File: config.mk
export PLATFORM = sky130hd
export DESIGN_NAME = exec_unit_cdb
export DESIGN_NICKNAME = d
export VERILOG_FILES = /design/src/rtl/exec_unit_cdb.sv
export SDC_FILE = /design/constraint.sdc
export NUM_CORES = 1
export LEC_CHECK = 0
export CORE_MARGIN = 2
export CORE_UTILIZATION = 54
export CTS_BUF_LIST = sky130_fd_sc_hd__clkbuf_8 sky130_fd_sc_hd__clkbuf_16
export DETAILED_ROUTE_END_ITERATION = 6
export PLACE_DENSITY = 0.83
export SLEW_MARGIN = 20
export SYNTH_ARGS = -nofsm -noshare
export SYNTH_HDL_FRONTEND = slang
export SYNTH_SLANG_ARGS = --single-unit
export TNS_END_PERCENT = 1
File: constraint.sdc
create_clock -name clk -period 3.26 [get_ports clk]
set_input_delay 0.326 -clock clk [delete_from_list [all_inputs] [get_ports clk]]
set_output_delay 0.326 -clock clk [all_outputs]
set_load 0.005 [all_outputs]
File: src/rtl/exec_unit_cdb.sv
// rtl/exec_unit_cdb.sv - single functional unit that computes one instruction and holds its result for the CDB
//
// Optional feature macro: RVCPU_EXU_MUL_EN
//   defined   : opcode 2'b10 is a multi-cycle MUL (EXEC state and countdown present)
//   undefined : opcode 2'b10 is a single-cycle XOR, MUL_CYCLES is unused
//
// Ports:
//   clk, RST          clock, synchronous active-high reset
//   InEn              reservation station presents a ready entry
//   opIn              2-bit opcode (ADD, SUB, MUL/XOR, SLT)
//   dataIn1, dataIn2  operands j and k
//   labelIn           RS label of the presented entry
//   EXEable           unit can accept this cycle (combinational)
//   cdbReq            held result is valid and requesting the CDB
//   cdbGrant          arbiter grant for the held result
//   cdbLabel, cdbData label and value of the held result

module exec_unit_cdb #(
    parameter int MUL_CYCLES = 4
) (
    input  logic        clk,
    input  logic        RST,
    input  logic        InEn,
    input  logic [1:0]  opIn,
    input  logic [31:0] dataIn1,
    input  logic [31:0] dataIn2,
    input  logic [3:0]  labelIn,
    output logic        EXEable,
    output logic        cdbReq,
    input  logic        cdbGrant,
    output logic [3:0]  cdbLabel,
    output logic [31:0] cdbData
);

    localparam logic [1:0] OP_ADD = 2'b00;
    localparam logic [1:0] OP_SUB = 2'b01;
    localparam logic [1:0] OP_MUL = 2'b10;
    localparam logic [1:0] OP_SLT = 2'b11;

`ifdef RVCPU_EXU_MUL_EN
    typedef enum logic [1:0] {IDLE = 2'd0, DONE = 2'd1, EXEC = 2'd2} state_t;
    localparam logic [3:0] MUL_LAST = 4'(MUL_CYCLES - 1);
`else
    typedef enum logic [1:0] {IDLE = 2'd0, DONE = 2'd1} state_t;
`endif

    state_t      state_q, state_d;
    logic [3:0]  label_q, label_d;
    logic [31:0] data_q, data_d;
    logic [31:0] alu_res;
    logic        accept;

`ifdef RVCPU_EXU_MUL_EN
    logic [3:0]  cnt_q, cnt_d;
    logic [31:0] opa_q, opa_d;
    logic [31:0] opb_q, opb_d;
    logic [31:0] mul_lo;

    // Only the low word of the product is architecturally visible.
    assign mul_lo = opa_q * opb_q;
`else
    // Keeps the latency parameter referenced in the XOR build.
    logic unused_mul_cfg;
    assign unused_mul_cfg = ^MUL_CYCLES;
`endif

    // Single-cycle results are computed straight from the RS outputs at accept.
    always_comb begin
        alu_res = '0;
        case (opIn)
            OP_ADD: alu_res = dataIn1 + dataIn2;
            OP_SUB: alu_res = dataIn1 - dataIn2;
`ifdef RVCPU_EXU_MUL_EN
            OP_MUL: alu_res = '0;
`else
            OP_MUL: alu_res = dataIn1 ^ dataIn2;
`endif
            OP_SLT: alu_res = {31'd0, $signed(dataIn1) < $signed(dataIn2)};
            default: alu_res = '0;
        endcase
    end

    // In the grant cycle the broadcast entry is still Busy in the RS, so a
    // matching label must not be dispatched a second time.
    assign EXEable = (state_q == IDLE) ||
                     ((state_q == DONE) && cdbGrant && (labelIn != label_q));
    assign accept  = InEn && EXEable;

    always_comb begin
        state_d = state_q;
        label_d = label_q;
        data_d  = data_q;
`ifdef RVCPU_EXU_MUL_EN
        cnt_d   = cnt_q;
        opa_d   = opa_q;
        opb_d   = opb_q;
`endif
        case (state_q)
            IDLE: ;
            DONE: if (cdbGrant) state_d = IDLE;
`ifdef RVCPU_EXU_MUL_EN
            EXEC: begin
                if (cnt_q == 4'd0) begin
                    state_d = DONE;
                    data_d  = mul_lo;
                end else begin
                    cnt_d = cnt_q - 4'd1;
                end
            end
`endif
            default: state_d = IDLE;
        endcase

        // A back-to-back accept in the grant cycle overrides the return to IDLE.
        if (accept) begin
            label_d = labelIn;
`ifdef RVCPU_EXU_MUL_EN
            if (opIn == OP_MUL) begin
                state_d = EXEC;
                cnt_d   = MUL_LAST;
                opa_d   = dataIn1;
                opb_d   = dataIn2;
            end else begin
                state_d = DONE;
                data_d  = alu_res;
            end
`else
            state_d = DONE;
            data_d  = alu_res;
`endif
        end
    end

    always_ff @(posedge clk) begin
        if (RST) begin
            state_q <= IDLE;
            label_q <= 4'h0;
            data_q  <= 32'h0;
`ifdef RVCPU_EXU_MUL_EN
            cnt_q   <= 4'd0;
            opa_q   <= 32'h0;
            opb_q   <= 32'h0;
`endif
        end else begin
            state_q <= state_d;
            label_q <= label_d;
            data_q  <= data_d;
`ifdef RVCPU_EXU_MUL_EN
            cnt_q   <= cnt_d;
            opa_q   <= opa_d;
            opb_q   <= opb_d;
`endif
        end
    end

    assign cdbReq   = (state_q == DONE);
    assign cdbLabel = label_q;
    assign cdbData  = data_q;

endmodule

Yosys cells after proc, flatten, opt, wreduce, memory -nomap -nowiden
Index checks and enable logic that the tools add are counted.

storage, ports and cells
  logic and storage cells = 30
  bits of input ports = 74
  flip-flop bits (word level) = 38
  output and inout port bits = 38

operators by class
  eq/ne operators = 8
  reductions and logical operators = 9
  order comparisons = 1
  add/sub/neg operators = 2
  muxes and demuxes = 4
  bitwise gates (word level) = 2

operators with widths
  cell                                                                      number
  32-bit case mux with 4 select lines                                       1
  32-bit adder                                                              1
  32-bit less-than comparator                                               1
  32-bit subtractor                                                         1
  32-bit bitwise XOR                                                        1
  2-bit by 1-bit == test with 1-bit output (second input constant)          2
  2-bit == test (second input constant)                                     2
  2-bit zero test                                                           2
  4-bit inequality test                                                     1
  2-bit case mux with 2 select lines                                        1
  2-bit AND reduction                                                       2
  1-bit logical AND                                                         3
  3-bit by 1-bit inequality test with 1-bit output (second input constant)  1
  2-bit two-way mux                                                         1
  2-bit by 1-bit inequality test with 1-bit output (second input constant)  1
  2-bit inequality test (second input constant)                             1
  2-bit OR reduction                                                        1
  1-bit logical OR                                                          1
  1-bit two-way mux                                                         1
  1-bit NOT                                                                 1

Longest topological paths before layout
Gate-level depths: netlist (run 1).

  depth after elaboration = 7
  gate-level depth with buffers = 13
  mapped depth without buffers = 13

Worst setup path before layout (run 1)
Ideal clock, no wire load.

  path type = input -> register
  from = input port dataIn1[0]
  to = register data_q[16], in the netlist cdbData[16]
  cell stages on the path = 12
  arrival time = 2,713 ps
  library setup time = 79 ps
  data required time = 3,181 ps
  path slack = 467 ps
  buffers on the path = 0
  cells stage by stage = ha_1 -> inv_1 -> fa_1 -> o21bai_4 -> a211o_1 -> a2111oi_2 -> a21oi_2 -> nand2b_4 -> a311o_1 -> a211oi_2 -> o21ba_1 -> a211oi_2

between the ends
  word-level cells in the longest chain between the ends = 2
  elaborated cells on any way between the ends = 3
  classes of those cells = 2 x add/sub; 1 x mux

RTL lines
  item                                               RTL line  source
  start: declaration                                 25        input logic [31:0] dataIn1,
  32-bit subtractor or 32-bit adder (tied branches)  72, 71
  32-bit case mux with 4 select lines *              70        case (opIn)
  end signal: assignment                             147       data_q <= data_d;
  end: declaration                                   49        logic [31:0] data_q, data_d;

Every way passes the cells marked *; elsewhere a longest branch is shown, timed or not.
A chain may end at the register's enable or synchronous reset.

Worst setup path after layout (run 1)
  from = input port dataIn1[8]
  to = register data_q[30], in the netlist cdbData[30]

The elaborated chain is that of the path after synthesis.

==> results of run 1 <==
synth_stat cells, types with 3 or more instances:
| master | number |
|---|---|
| and2_1 | 3 |
| nand3_1 | 23 |
| o21bai_1 | 9 |
| mux2i_1 | 11 |
| nor3_1 | 19 |
| a21oi_1 | 78 |
| a311o_1 | 4 |
| nand4_1 | 9 |
| nand2_1 | 61 |
| buf_2 | 3 |
| o21a_1 | 4 |
| dfxtp_1 | 37 |
| o21ai_0 | 43 |
| buf_6 | 5 |
| a31oi_1 | 17 |
| and3_1 | 5 |
| or4_1 | 3 |
| a311oi_1 | 7 |
| xnor2_1 | 14 |
| o31ai_1 | 14 |
| ha_1 | 63 |
| buf_4 | 11 |
| a21boi_0 | 4 |
| nor2b_1 | 5 |
| o211ai_1 | 19 |
| nand2b_1 | 5 |
| o22ai_1 | 6 |
| clkinv_1 | 4 |
| inv_1 | 72 |
| nor3b_1 | 5 |
| nor4_1 | 6 |
| a211oi_1 | 14 |
| o221ai_1 | 4 |
| o311ai_0 | 6 |
| a22oi_1 | 3 |
| o2111ai_1 | 3 |
| clkbuf_1 | 32 |
| nor2_1 | 80 |
| a21o_1 | 19 |
per-layer routing:
metal  vias up  wire, µm  global-route usage (%)
met2       401      9430                    58.9
met1      3162      8080                    44.4
met3        77      1910                    5.74
met5         -         0                       0
met4         0       685                    15.0
li1       3198         -                       -
through the flow:
| step | hold WS (ps) | util (%) | setup slack (ps) |
|---|---|---|---|
| 6_report | 456 | 77.0 | 1.40 |
| 5_1_grt | 496 | 77.0 | -91.3 |
| 4_1_cts | 460 | 74.6 | 0.185 |
| 3_5_place_dp | 443 | 73.6 | -379 |
| 3_3_place_gp | 431 | 73.6 | -312 |
| 2_1_floorplan | 444 | - | 467 |
cells by family after synthesis:
family	Yosys count	share of synthesized area [%]
xor gates and xnor gates	16	2.56
buffers and inverters	129	10.4
muxes	11	2.01
adders and majority gates	65	15.1
and+or+nand+nor	238	20.4
DFF	37	13.5
AOI/OAI and AO/OA	290	36.0
cell type report:
type                       instances  area share, %
clock buffer                       6           1.09
clock inverter                     1         0.0497
multi-input combinational        620           57.8
inverter                          77           3.82
timing repair buffer             216           25.3
tap                              133           2.20
sequential                        37           9.80
critical path, stage by stage:
cell             delay [ps]
clkdlybuf4s50_1         440
ha_1                    320
or2_1                   250
buf_4                   130
buf_4                   130
nor3_1                  240
a2111oi_2               140
a21oi_2                 280
o31ai_4                  90
buf_4                   160
a2111oi_2               450
o21ai_1                 140
mux2i_1                 140
a311oi_1                230
worst paths after layout:
path / startpoint / to / slack [ps]
max: dataIn1[8] / cdbData[30]$_SDFFE_PP0P_ / 1
min: cdbData[0]$_SDFFE_PP0P_ / cdbData[0]$_SDFFE_PP0P_ / 460
max reg2reg: cdbLabel[3]$_SDFFE_PP0P_ / cdbData[6]$_SDFFE_PP0P_ / 1080
min reg2reg: cdbData[0]$_SDFFE_PP0P_ / cdbData[0]$_SDFFE_PP0P_ / 460
flip-flops by register name, indices dropped and copies added, names as in the netlist:
register	count
cdbLabel	4
state_q	1
cdbData	32
repair_timing:
item                       in CTS  in global routing
setup buffers                   0                  4
pin swaps                       0                 12
setup endpoints to repair       2                 16
gates resized for setup         2                 35
power by group through the flow:
| stage | registers, W | clock network [W] | logic, W |
|---|---|---|---|
| floorplan | 0.000527 | 0 | 0.000688 |
| global placement | 0.000528 | 0 | 0.00117 |
| detailed placement | 0.000529 | 0 | 0.00120 |
| CTS | 0.000518 | 0.000353 | 0.00121 |
| global route | 0.000522 | 0.000367 | 0.00139 |
| finish | 0.000519 | 0.000355 | 0.00129 |
layout by cell type (no fill, tap or decap), types with 9 or more instances in the layout:
cell type,n
nand3_1,23
o21ai_0,43
nand2_1,60
xnor2_1,14
buf_4,105
inv_1,73
nand4_1,9
o211ai_1,19
dfxtp_1,37
a21o_1,19
ha_1,57
clkdlybuf4s50_1,107
nor2_1,80
nor3_1,17
o31ai_1,10
a21oi_1,76
mux2i_1,11
a31oi_1,14
a211oi_1,11
o21bai_1,9
==> Flow_metrics.wiki, run 1 <==
{| class="wikitable"
! Metric !! Value
|-
| Post-layout min period || between 3000 and 4000 ps
|-
| Core footprint || 9820 µm²
|-
| Cell area after placement || between 7000 and 8000 µm²
|-
| Horiz. Die Dim || 105 µm
|-
| Number of vias per cell || ~6.3
|-
| Portion of total power attributed to the clock network || between 10% and 20%
|-
| Seq/Total Area, Yosys || 13.5%
|-
| Final ANT Viol Nets || 0
|-
| Register bit total from synthesis || 37
|-
| Syn Area/Cell || approximately 7.0 µm²
|-
| Internal power consumption || between 0.001 and 0.0015 W
|-
| Startpoint-to-endpoint class of the critical path || primary input to flip-flop
|-
| Share of the synthesized area in the top cell type || between 10% and 20%
|-
| Clock net sink count || 37
|-
| Worst min path class || flip-flop to flip-flop
|-
| Net switching fraction of the power || between 40% and 50%
|-
| Arrival time reported for the critical path endpoint || around 3500 ps
|-
| Max Clock Freq || ~0.3 GHz
|-
| Total track usage || 35.1%
|-
| Worst-skew pair later-pin latency || around 310 ps
|-
| Final GP Congestion || just over 1
|-
| Post-Syn Nets || 925
|-
| Crit share post-route || between 90% and 100%
|-
| Count of mapped cells out of synthesis || between 700 and 800
|-
| Final cell area excluding filler cells || about 7600 µm²
|-
| DRT iter0 DRCs || ~560
|-
| Depth of the worst register-to-register path || 9
|-
| Main synth FF type || dfxtp_1
|-
| Reported net switching power || approximately 0.0009 W
|-
| Storage cell area || roughly 740 µm²
|-
| TritonCTS clock tree || done
|-
| Required arrival time at the worst endpoint || roughly 3500 ps
|-
| Port Buffers || 111
|-
| Setup TNS || 0 ps
|-
| Unique masters post-synth || 83
|-
| Antenna violations before repair || 0
|-
| Hold_buf cts || 0
|-
| Clock transition at the registers of the reported paths || 70 ps
|-
| Worst IR Drop VDD || between 150 and 200 µV
|-
| Y dimension of the die || roughly 100 µm
|-
| CTS Root Cell || clkbuf_8
|-
| Sequential Power Share || between 20% and 30%
|-
| Via count of the first global-routing pass || roughly 6,600
|-
| Total clock buffers created by CTS || 5
|-
| Startpoint types || primary input
|-
| Number of warning messages in the yosys log || 0
|-
| Maximum number of pins on one net before global-route repair || 33
|-
| Post-Layout Cell Count || between 1,000 and 1,500
|-
| RSZ-0062 raised after global routing || yes
|-
| Total standard cell area after synthesis || 5480 µm²
|-
| Area leader, netlist || ha_1
|-
| Count of nets after finishing || 1,096
|-
| Maximum net fanout on the critical path || 4
|-
| Fraction of final layout cells sized beyond drive strength 1 || ~16%
|-
| Violated checks || DRC
|-
| Post-synthesis async set-or-reset flop share || 0%
|-
| Largest cells by area after synthesis || ha_1, dfxtp_1, a21oi_1
|-
| Placed cells || 1,079
|-
| Number of top-level pins || between 100 and 150
|-
| Count of maximum capacitance violations || 0
|-
| Count of unresolved DRC violations after routing || 4
|-
| Total of endpoints with negative setup slack in the final report || 0
|-
| Run status || complete, but fails checks
|-
| Vias || ~6,800
|-
| Area Growth Syn to Fin || 38.0%
|-
| Initial cell density of the core || between 50% and 60%
|-
| Total wire length || 20,100 µm
|-
| Floorplan die area || 11,000 µm²
|-
| Worst clock skew on the final layout || roughly 15 ps
|-
| Number of placement rows || 36
|-
| Aggregate global routing overflow || 0
|-
| Area taken by multi-input logic gates || 4370 µm²
|-
| Leakage Power || 3.31 nW
|-
| Number of synthesized flops with an enable pin || 0
|-
| CTS max path bufs || 2
|-
| Filler cell count in the final layout || between 700 and 800
|-
| Count of pins over their slew limit || 0
|-
| Global-route wire length before repair || approximately 32,000 µm
|-
| Category of the worst setup path capture point || flip-flop
|-
| Cell Pwr Density || about 290 nW/µm²
|-
| Hold Path Depth || 2
|-
| Final hold viol count || 0
|-
| CTS H-tree depth || 2
|-
| Iteration count of the initial detailed-routing pass || 7
|-
| Diodes inserted || 0
|-
| Placed wire-length estimate || approximately 15,000 µm
|-
| Worst rel slew slack || between 50% and 60%
|-
| DR WL/cell || roughly 18 µm
|-
| Combinational share of power || about three fifths
|-
| Transition time at the pin with the least slew margin || just over 600 ps
|-
| Power Total || approximately 0.0022 W
|}
No activity file was read; power rests on OpenSTA's default activity.
==> inputs of run 2 (changes only) <==
--- a/config.mk
+++ b/config.mk
@@ -5,8 +5,9 @@
 export SDC_FILE = /design/constraint.sdc
 export NUM_CORES = 1
 export LEC_CHECK = 0
+export ABC_AREA = 1
 export CORE_MARGIN = 2
-export CORE_UTILIZATION = 54
+export CORE_UTILIZATION = 56
 export CTS_BUF_LIST = sky130_fd_sc_hd__clkbuf_8 sky130_fd_sc_hd__clkbuf_16
 export DETAILED_ROUTE_END_ITERATION = 6
 export PLACE_DENSITY = 0.83
==> run 2 against run 1 <==
  * The run still ends with DRC left
  * Core utilization fell by 8.1 points
  * Critical path type unchanged
  * Synthesized cell count is 66% higher
  * Clock skew fell by 9.6 ps
  * Non-clock buffer count decreased by 86
  * Combinational power about the same
  * Area after synthesis rose by 24%
==> Flow_metrics.wiki, run 2 <==
{| class="wikitable"
! Metric !! Value
|-
| Run status || complete, but fails checks
|-
| Maximum net fanout on the critical path || 4
|-
| Count of mapped cells out of synthesis || 1,308
|-
| Reg-to-reg critical path startpoint || cdbLabel[0]$_SDFFE_PP0P_
|-
| Final hold viol count || 0
|-
| Count of unresolved DRC violations after routing || 2
|-
| Transition time at the pin with the least slew margin || between 1000 and 1500 ps
|-
| Setup TNS || 0 ps
|-
| Number of vias per cell || 5.51
|-
| Combinational share of power || a little over half
|-
| Area Growth Syn to Fin || 20.9%
|-
| Clock transition at the registers of the reported paths || roughly 70 ps
|-
| Worst-skew pair later-pin latency || 290 ps
|-
| Global-route wire length before repair || between 30,000 and 40,000 µm
|-
| Total standard cell area after synthesis || around 7000 µm²
|-
| Slowest stage delay, CP || 510 ps
|-
| Y dimension of the die || 114 µm
|-
| Maximum number of pins on one net before global-route repair || 58
|-
| Unique masters post-synth || 37
|-
| Startpoint-to-endpoint class of the critical path || primary input to flip-flop
|-
| Clock net sink count || 37
|-
| CP max stage cell || clkdlybuf4s50_1
|-
| Most common cell after layout, fill and taps aside || nand2_1
|-
| Register bit total from synthesis || 37
|-
| Crit share post-route || 84.6%
|-
| Reported net switching power || approximately 0.0011 W
|-
| CTS Root Cell || clkbuf_16
|-
| Horiz. Die Dim || 114 µm
|-
| Placed cells || between 1,500 and 2,000
|-
| Syn Area/Cell || between 5 and 6 µm²
|-
| Post-CTS setup buffer count || 0
|-
| Most frequent cells in the layout || nand2_1, inv_1, nor2_1, clkdlybuf4s50_1, nand3_1
|-
| Fraction of final layout cells sized beyond drive strength 1 || approximately 3.6%
|-
| Placed wire-length estimate || about 21,000 µm
|-
| RSZ-0062 raised after global routing || no
|-
| Via count of the first global-routing pass || roughly 7,800
|-
| R2R Setup Slk || between 1500 and 2000 ps
|-
| Most frequent cells after synthesis || nand2_1, inv_1, nor2_1
|-
| Depth of the worst register-to-register path || 9
|-
| Aggregate global routing overflow || 0
|-
| Seq/Total Area, Yosys || between 10% and 20%
|-
| Net switching fraction of the power || 43.1%
|-
| Final ANT Viol Nets || 0
|-
| Portion of total power attributed to the clock network || about 27%
|-
| Total wire length || around 26,000 µm
|-
| Leakage Power || around 4.6 nW
|-
| Final GP Congestion || 1.08
|-
| Filler cell count in the final layout || around 1,200
|-
| Count of pins over their slew limit || 0
|-
| Worst min path class || flip-flop to flip-flop
|-
| Antenna violations before repair || 0
|-
| Post-placement worst setup slack || roughly 340 ps
|-
| Number of top-level pins || between 100 and 150
|-
| First element of the critical path || dataIn2[0]
|-
| Max reg flops || 32
|-
| Most numerous cell in the Yosys netlist || nand2_1
|-
| DRT iter0 DRCs || 823
|-
| Number of synthesized flops with an enable pin || 0
|-
| Total clock buffers created by CTS || 5
|-
| Count of nets after finishing || ~1,500
|-
| Post-synthesis share of cell area spent on and, or, nand and nor gates || roughly 44%
|-
| Number of placement rows || 40
|-
| Floorplan die area || approximately 13,000 µm²
|-
| CTS max path bufs || 2
|-
| Adder-cell area share of the yosys netlist || ~12%
|-
| Worst rel slew slack || a little over 30%
|-
| Category of the worst setup path capture point || flip-flop
|-
| Post-layout min period || roughly 2800 ps
|-
| TritonCTS clock tree || done
|-
| Post-Layout Cell Count || between 1,500 and 2,000
|-
| Critical path endpoint || cdbData[10]$_SDFFE_PP0P_
|-
| Max Clock Freq || about 0.36 GHz
|-
| Main synth FF type || dfxtp_1
|-
| Xor/xnor cell area share of the yosys netlist || ~1.4%
|-
| Post-Syn Nets || about 1,400
|-
| Count of maximum capacitance violations || 0
|-
| CTS H-tree depth || 2
|-
| Arrival time reported for the critical path endpoint || 2920 ps
|-
| Power Total || between 0.002 and 0.0025 W
|-
| Core footprint || between 10,000 and 15,000 µm²
|-
| Worst IR Drop VDD || 206 µV
|-
| Iteration count of the initial detailed-routing pass || 7
|-
| Share of synthesized area spent on multiplexers || 0%
|-
| Area leader, netlist || nand2_1
|-
| Worst clock skew on the final layout || around 5.6 ps
|-
| Worst Slack Setup Final || ~500 ps
|-
| Startpoint types || primary input
|-
| Largest cells by area after synthesis || nand2_1, inv_1, ha_1
|-
| Cell Pwr Density || between 300 and 400 nW/µm²
|-
| Share of the synthesized area in the top cell type || 23.9%
|-
| Area fraction in compound gates after synthesis || between 10% and 20%
|-
| Number of warning messages in the yosys log || 0
|-
| Port Buffers || 111
|-
| Hold_buf cts || 0
|-
| Post-synthesis async set-or-reset flop share || 0%
|-
| Combinational family with the most area after synthesis || simple AND/OR/NAND/NOR gates
|-
| DR WL/cell || 16.5 µm
|-
| Violated checks || DRC
|-
| Initial cell density of the core || between 50% and 60%
|-
| Total of endpoints with negative setup slack in the final report || 0
|-
| Sequential Power Share || between 20% and 30%
|-
| Internal power consumption || 0.00141 W
|-
| Count of cells resized by post-cts repair || 0
|-
| Cells traversed along the worst timing path || clkdlybuf4s50_1 > ha_1 > inv_1 > fa_1 > inv_1 > nand3_1 > nand3_1 > nand2_1 > nand2_1 > a21oi_1 > o21ai_0 > nand2_1 > inv_1 > a21oi_1
|-
| Required arrival time at the worst endpoint || 3420 ps
|-
| Diodes inserted || 0
|-
| Total track usage || 39.2%
|-
| Vias || 8,584
|-
| End of the worst register-to-register path || cdbData[27]$_SDFFE_PP0P_
|}
run 2: changes by cell type after synthesis, sizes merged, moves of 12 or more:
cell,delta
xnor2,-13
nor2,+52
a211oi,-16
a21o,-19
clkbuf,-22
o211ai,-18
inv,+198
o31ai,-15
o21ai,+12
nand3,+85
nand2,+373
run 2: layer usage:
layer	part of all wire (%)	vias up	track usage, %	wire length (µm)
li1	-	4252	-	-
met1	39	3743	47.6	10100
met2	44	477	64.0	11300
met3	8.9	112	5.66	2290
met4	7.6	0	26.3	1940
met5	0	-	0	0
run 2: worst min-delay path by stage:
| stage | endpoint | start | depth (start not counted) | slack [ps] |
|---|---|---|---|---|
| global route | cdbData[2]$_SDFFE_PP0P_ | cdbData[2]$_SDFFE_PP0P_ | 2 | 500 |
| floorplan | cdbData[0]$_SDFFE_PP0P_ | RST | 1 | 400 |
| global placement | cdbData[1]$_SDFFE_PP0P_ | cdbData[1]$_SDFFE_PP0P_ | 2 | 450 |
| CTS | cdbData[2]$_SDFFE_PP0P_ | cdbData[2]$_SDFFE_PP0P_ | 2 | 470 |
| finish | cdbData[1]$_SDFFE_PP0P_ | cdbData[1]$_SDFFE_PP0P_ | 2 | 470 |
| detailed placement | cdbData[2]$_SDFFE_PP0P_ | cdbData[2]$_SDFFE_PP0P_ | 2 | 460 |
run 2: area by class of cell:
type | count | area [µm²] | share of cell area, %
sequential | 37 | 741 | 9.00
clock inverter | 3 | 68.8 | 0.836
inverter | 271 | 1020 | 12.4
multi-input combinational | 964 | 4830 | 58.7
tap | 147 | 184 | 2.23
clock buffer | 5 | 125 | 1.52
timing repair buffer | 130 | 1270 | 15.4
run 2: logic make-up (layout without fill, tap and decap cells):
family          Yosys count  in the layout
compound gates          167            167
fa+ha+maj                65             65
flops                    37             37
xor+xnor                 11             11
buf+inv                 307            409
simple gates            721            721
run 2: through the flow:
step	utilization, %	hold WS, ps	area, µm²
after detailed placement	67.2	460	8040
final	68.8	475	8230
after floorplan	-	395	6810
after global placement	67.2	452	8040
after global routing	68.8	495	8230
after CTS	68.8	470	8230
run 2: worst max-delay path: cells and delay by family:
family / cells / cell delay [ps]
compound gates: 3 / 330
fa+ha+maj: 2 / 730
buf+inv: 4 / 830
simple gates: 5 / 710
run 2: power by group through the flow:
stage               Clock (W)  Sequential (W)  Combinational (W)
floorplan                   0        0.000528           0.000782
global placement            0        0.000529            0.00125
detailed placement          0        0.000531            0.00126
CTS                  0.000661        0.000521            0.00127
global route         0.000679        0.000525            0.00142
finish               0.000665        0.000522            0.00130
==> inputs of run 3 (changes only) <==
==> constraint.sdc (replaced) <==
create_clock -name clk -period 2.73 [get_ports clk]
set_input_delay 0.273 -clock clk [delete_from_list [all_inputs] [get_ports clk]]
set_output_delay 0.273 -clock clk [all_outputs]
set_load 0.005 [all_outputs]
==> run 3 against run 2 <==
  * The run still ends with DRC left
  * Critical path type unchanged
  * Non-clock buffer count up 104
  * Clock power up 19%
  * Via count up 6.3%
  * Flip-flop and latch count unchanged
  * Die area unchanged
  * Global-route usage up 2.1 points
  * Clock-buffer cell count unchanged
  * Hold slack worse by 5.9 ps
  * Critical path depth up 3
  * Core utilization up 6.7 points
  * Cell count up 6.7%
  * First-iteration DRC count up 25%
==> Flow_metrics.wiki, run 3 (same netlist as run 2, synthesis figures left out) <==
{| class="wikitable"
! Metric !! Value
|-
| Reg-to-reg critical path startpoint || cdbLabel[3]$_SDFFE_PP0P_
|-
| Fraction of final layout cells sized beyond drive strength 1 || between 10% and 20%
|-
| Max reg flops || 32
|-
| Cells traversed along the worst timing path || clkdlybuf4s50_1 > inv_1 > ha_1 > inv_1 > fa_2 > nand3_1 > nand3_2 > nand2_1 > nand2_1 > nand2_1 > nand2_1 > nand3_1 > nand2_1 > nand2_1 > nand3_1 > nand2_1 > a21oi_1
|-
| Reported net switching power || 0.00133 W
|-
| Global-route wire length before repair || 42,200 µm
|-
| Core footprint || ~12,000 µm²
|-
| First element of the critical path || dataIn1[0]
|-
| Count of pins over their slew limit || 0
|-
| Run status || complete, but fails checks
|-
| CTS max path bufs || 2
|-
| Number of placement rows || 40
|-
| Total of endpoints with negative setup slack in the final report || 0
|-
| Initial cell density of the core || 56.9%
|-
| CTS H-tree depth || 2
|-
| Launch instance of the worst min-delay path || cdbData[0]$_SDFFE_PP0P_
|-
| DRT iter0 DRCs || approximately 1,000
|-
| Post-layout min period || ~2500 ps
|-
| Total clock buffers created by CTS || 5
|-
| Number of top-level pins || roughly 110
|-
| Total wire length || 27,200 µm
|-
| Placed cells || ~1,700
|-
| Via count of the first global-routing pass || between 8,000 and 9,000
|-
| Leakage Power || 5.09 nW
|-
| CP max stage cell || clkdlybuf4s50_1
|-
| Net switching fraction of the power || a little over two fifths
|-
| Count of maximum capacitance violations || 0
|-
| Diodes inserted || 0
|-
| Antenna violations before repair || 0
|-
| Slowest stage delay, CP || 440 ps
|-
| Depth of the worst register-to-register path || 11
|-
| Worst min path class || flip-flop to flip-flop
|-
| Area Growth Syn to Fin || 32.7%
|-
| Crit share post-route || 91.9%
|-
| R2R Setup Slk || between 1000 and 1500 ps
|-
| Worst-skew pair later-pin latency || 290 ps
|-
| Worst clock skew on the final layout || slightly below 4 ps
|-
| Cell type with the highest occurrence count on the critical path || nand2_1
|-
| Wire length on met1 || around 10,000 µm
|-
| Aggregate global routing overflow || 0
|-
| Startpoint types || primary input
|-
| Count of nets after finishing || around 1,700
|-
| Combinational share of power || 55.4%
|-
| Horiz. Die Dim || between 100 and 150 µm
|-
| Arrival time reported for the critical path endpoint || between 2000 and 3000 ps
|-
| DR WL/cell || around 16 µm
|-
| Most common cell after layout, fill and taps aside || nand2_1
|-
| Clock net sink count || 37
|-
| Cell Pwr Density || roughly 350 nW/µm²
|-
| Iteration count of the initial detailed-routing pass || 7
|-
| Clock transition at the registers of the reported paths || approximately 60 ps
|-
| Final cell area excluding filler cells || approximately 9000 µm²
|-
| Top delay family on crit path || simple AND/OR/NAND/NOR gates
|-
| Post-Layout Cell Count || approximately 1,700
|-
| Floorplan die area || between 10,000 and 15,000 µm²
|-
| RSZ-0062 raised after global routing || no
|-
| Number of vias per cell || ~5.5
|-
| Maximum net fanout on the critical path || 4
|-
| Internal power consumption || 0.00184 W
|-
| Count of unresolved DRC violations after routing || 1
|-
| Met2 layer wire length in the routed design || 12,500 µm
|-
| Y dimension of the die || roughly 110 µm
|-
| TritonCTS clock tree || done
|-
| Violated checks || DRC
|-
| DR top layer || met4
|-
| CTS Root Cell || clkbuf_16
|-
| Startpoint-to-endpoint class of the critical path || primary input to flip-flop
|-
| Transition time at the pin with the least slew margin || roughly 560 ps
|-
| Vias || ~9,100
|-
| Critical path endpoint || cdbData[0]$_SDFFE_PP0P_
|-
| Crit. path cell count || 17
|-
| Cell area after placement || approximately 8800 µm²
|-
| Max Clock Freq || 0.399 GHz
|-
| End of the worst register-to-register path || cdbData[18]$_SDFFE_PP0P_
|-
| Total track usage || roughly two fifths
|-
| Met3 routed WL || around 2700 µm
|-
| Port Buffers || 111
|-
| Placed wire-length estimate || 22,700 µm
|-
| Crit path buffers/inverters || 3
|-
| Most frequent cells in the layout || nand2_1, inv_1, nor2_1, buf_4, clkdlybuf4s50_1
|-
| Final GP Congestion || about 1.1
|-
| Sequential Power Share || 19.7%
|-
| Final ANT Viol Nets || 0
|-
| Final hold viol count || 0
|-
| Category of the worst setup path capture point || flip-flop
|-
| Worst rel slew slack || approximately 62%
|-
| Portion of total power attributed to the clock network || approximately a quarter
|-
| Required arrival time at the worst endpoint || ~2900 ps
|-
| Maximum number of pins on one net before global-route repair || 56
|-
| Worst IR Drop VDD || approximately 270 µV
|}
run 3: through the flow:
step	setup TNS (ps)	power, W	hold WS [ps]	setup WS (ps)	util (%)
3_5_place_dp	-724	0.00233	468	-217	73.8
4_1_cts	0	0.00311	475	78.8	75.5
3_3_place_gp	-467	0.00230	450	-155	73.8
6_report	0	0.00317	469	221	75.6
5_1_grt	0	0.00334	506	0.650	75.6
2_1_floorplan	0	0.00156	342	859	-
run 3: what timing repair did:
| item | 4_1_cts | 5_1_grt |
|---|---|---|
| resized for setup | 0 | 4 |
| setup buffers | 0 | 0 |
| endpoints found under the setup margin | 0 | 4 |
| hold buffers | 0 | 0 |
run 3: how the worst min path moves through the flow:
stage                                          to  cells after the start
after floorplan           cdbData[0]$_SDFFE_PP0P_                      1
after global placement    cdbData[1]$_SDFFE_PP0P_                      2
after detailed placement  cdbData[0]$_SDFFE_PP0P_                      2
after CTS                 cdbData[0]$_SDFFE_PP0P_                      2
after global routing      cdbData[0]$_SDFFE_PP0P_                      2
final                     cdbData[0]$_SDFFE_PP0P_                      2
run 3: final cells by class:
cell class / instances / area, µm²
fill: 1009 / 2920
clock buffer: 5 / 125
inverter: 271 / 1020
tap: 147 / 184
clock inverter: 3 / 68.8
multi-input combinational: 964 / 4840
sequential: 37 / 741
timing repair buffer: 234 / 2060
run 3: per-layer routing:
layer  track usage, %  vias to the layer above
li1                 -                     4447
met1             49.0                     3977
met2             72.4                      566
met3             5.82                      135
met4             21.0                        0
met5                0                        -
run 3: power groups by stage:
stage / clock, W / combinational, W / sequential [W]
2_1_floorplan: 0 / 0.000934 / 0.000630
3_3_place_gp: 0 / 0.00167 / 0.000633
3_5_place_dp: 0 / 0.00169 / 0.000636
4_1_cts: 0.000780 / 0.00170 / 0.000624
5_1_grt: 0.000805 / 0.00191 / 0.000628
6_report: 0.000790 / 0.00176 / 0.000626
run 3: worst min-delay path: cells and delay by family, from the launching register on:
family	cells	cell delay (ps)
flops	1	310
compound gates	1	50
simple gates	1	60
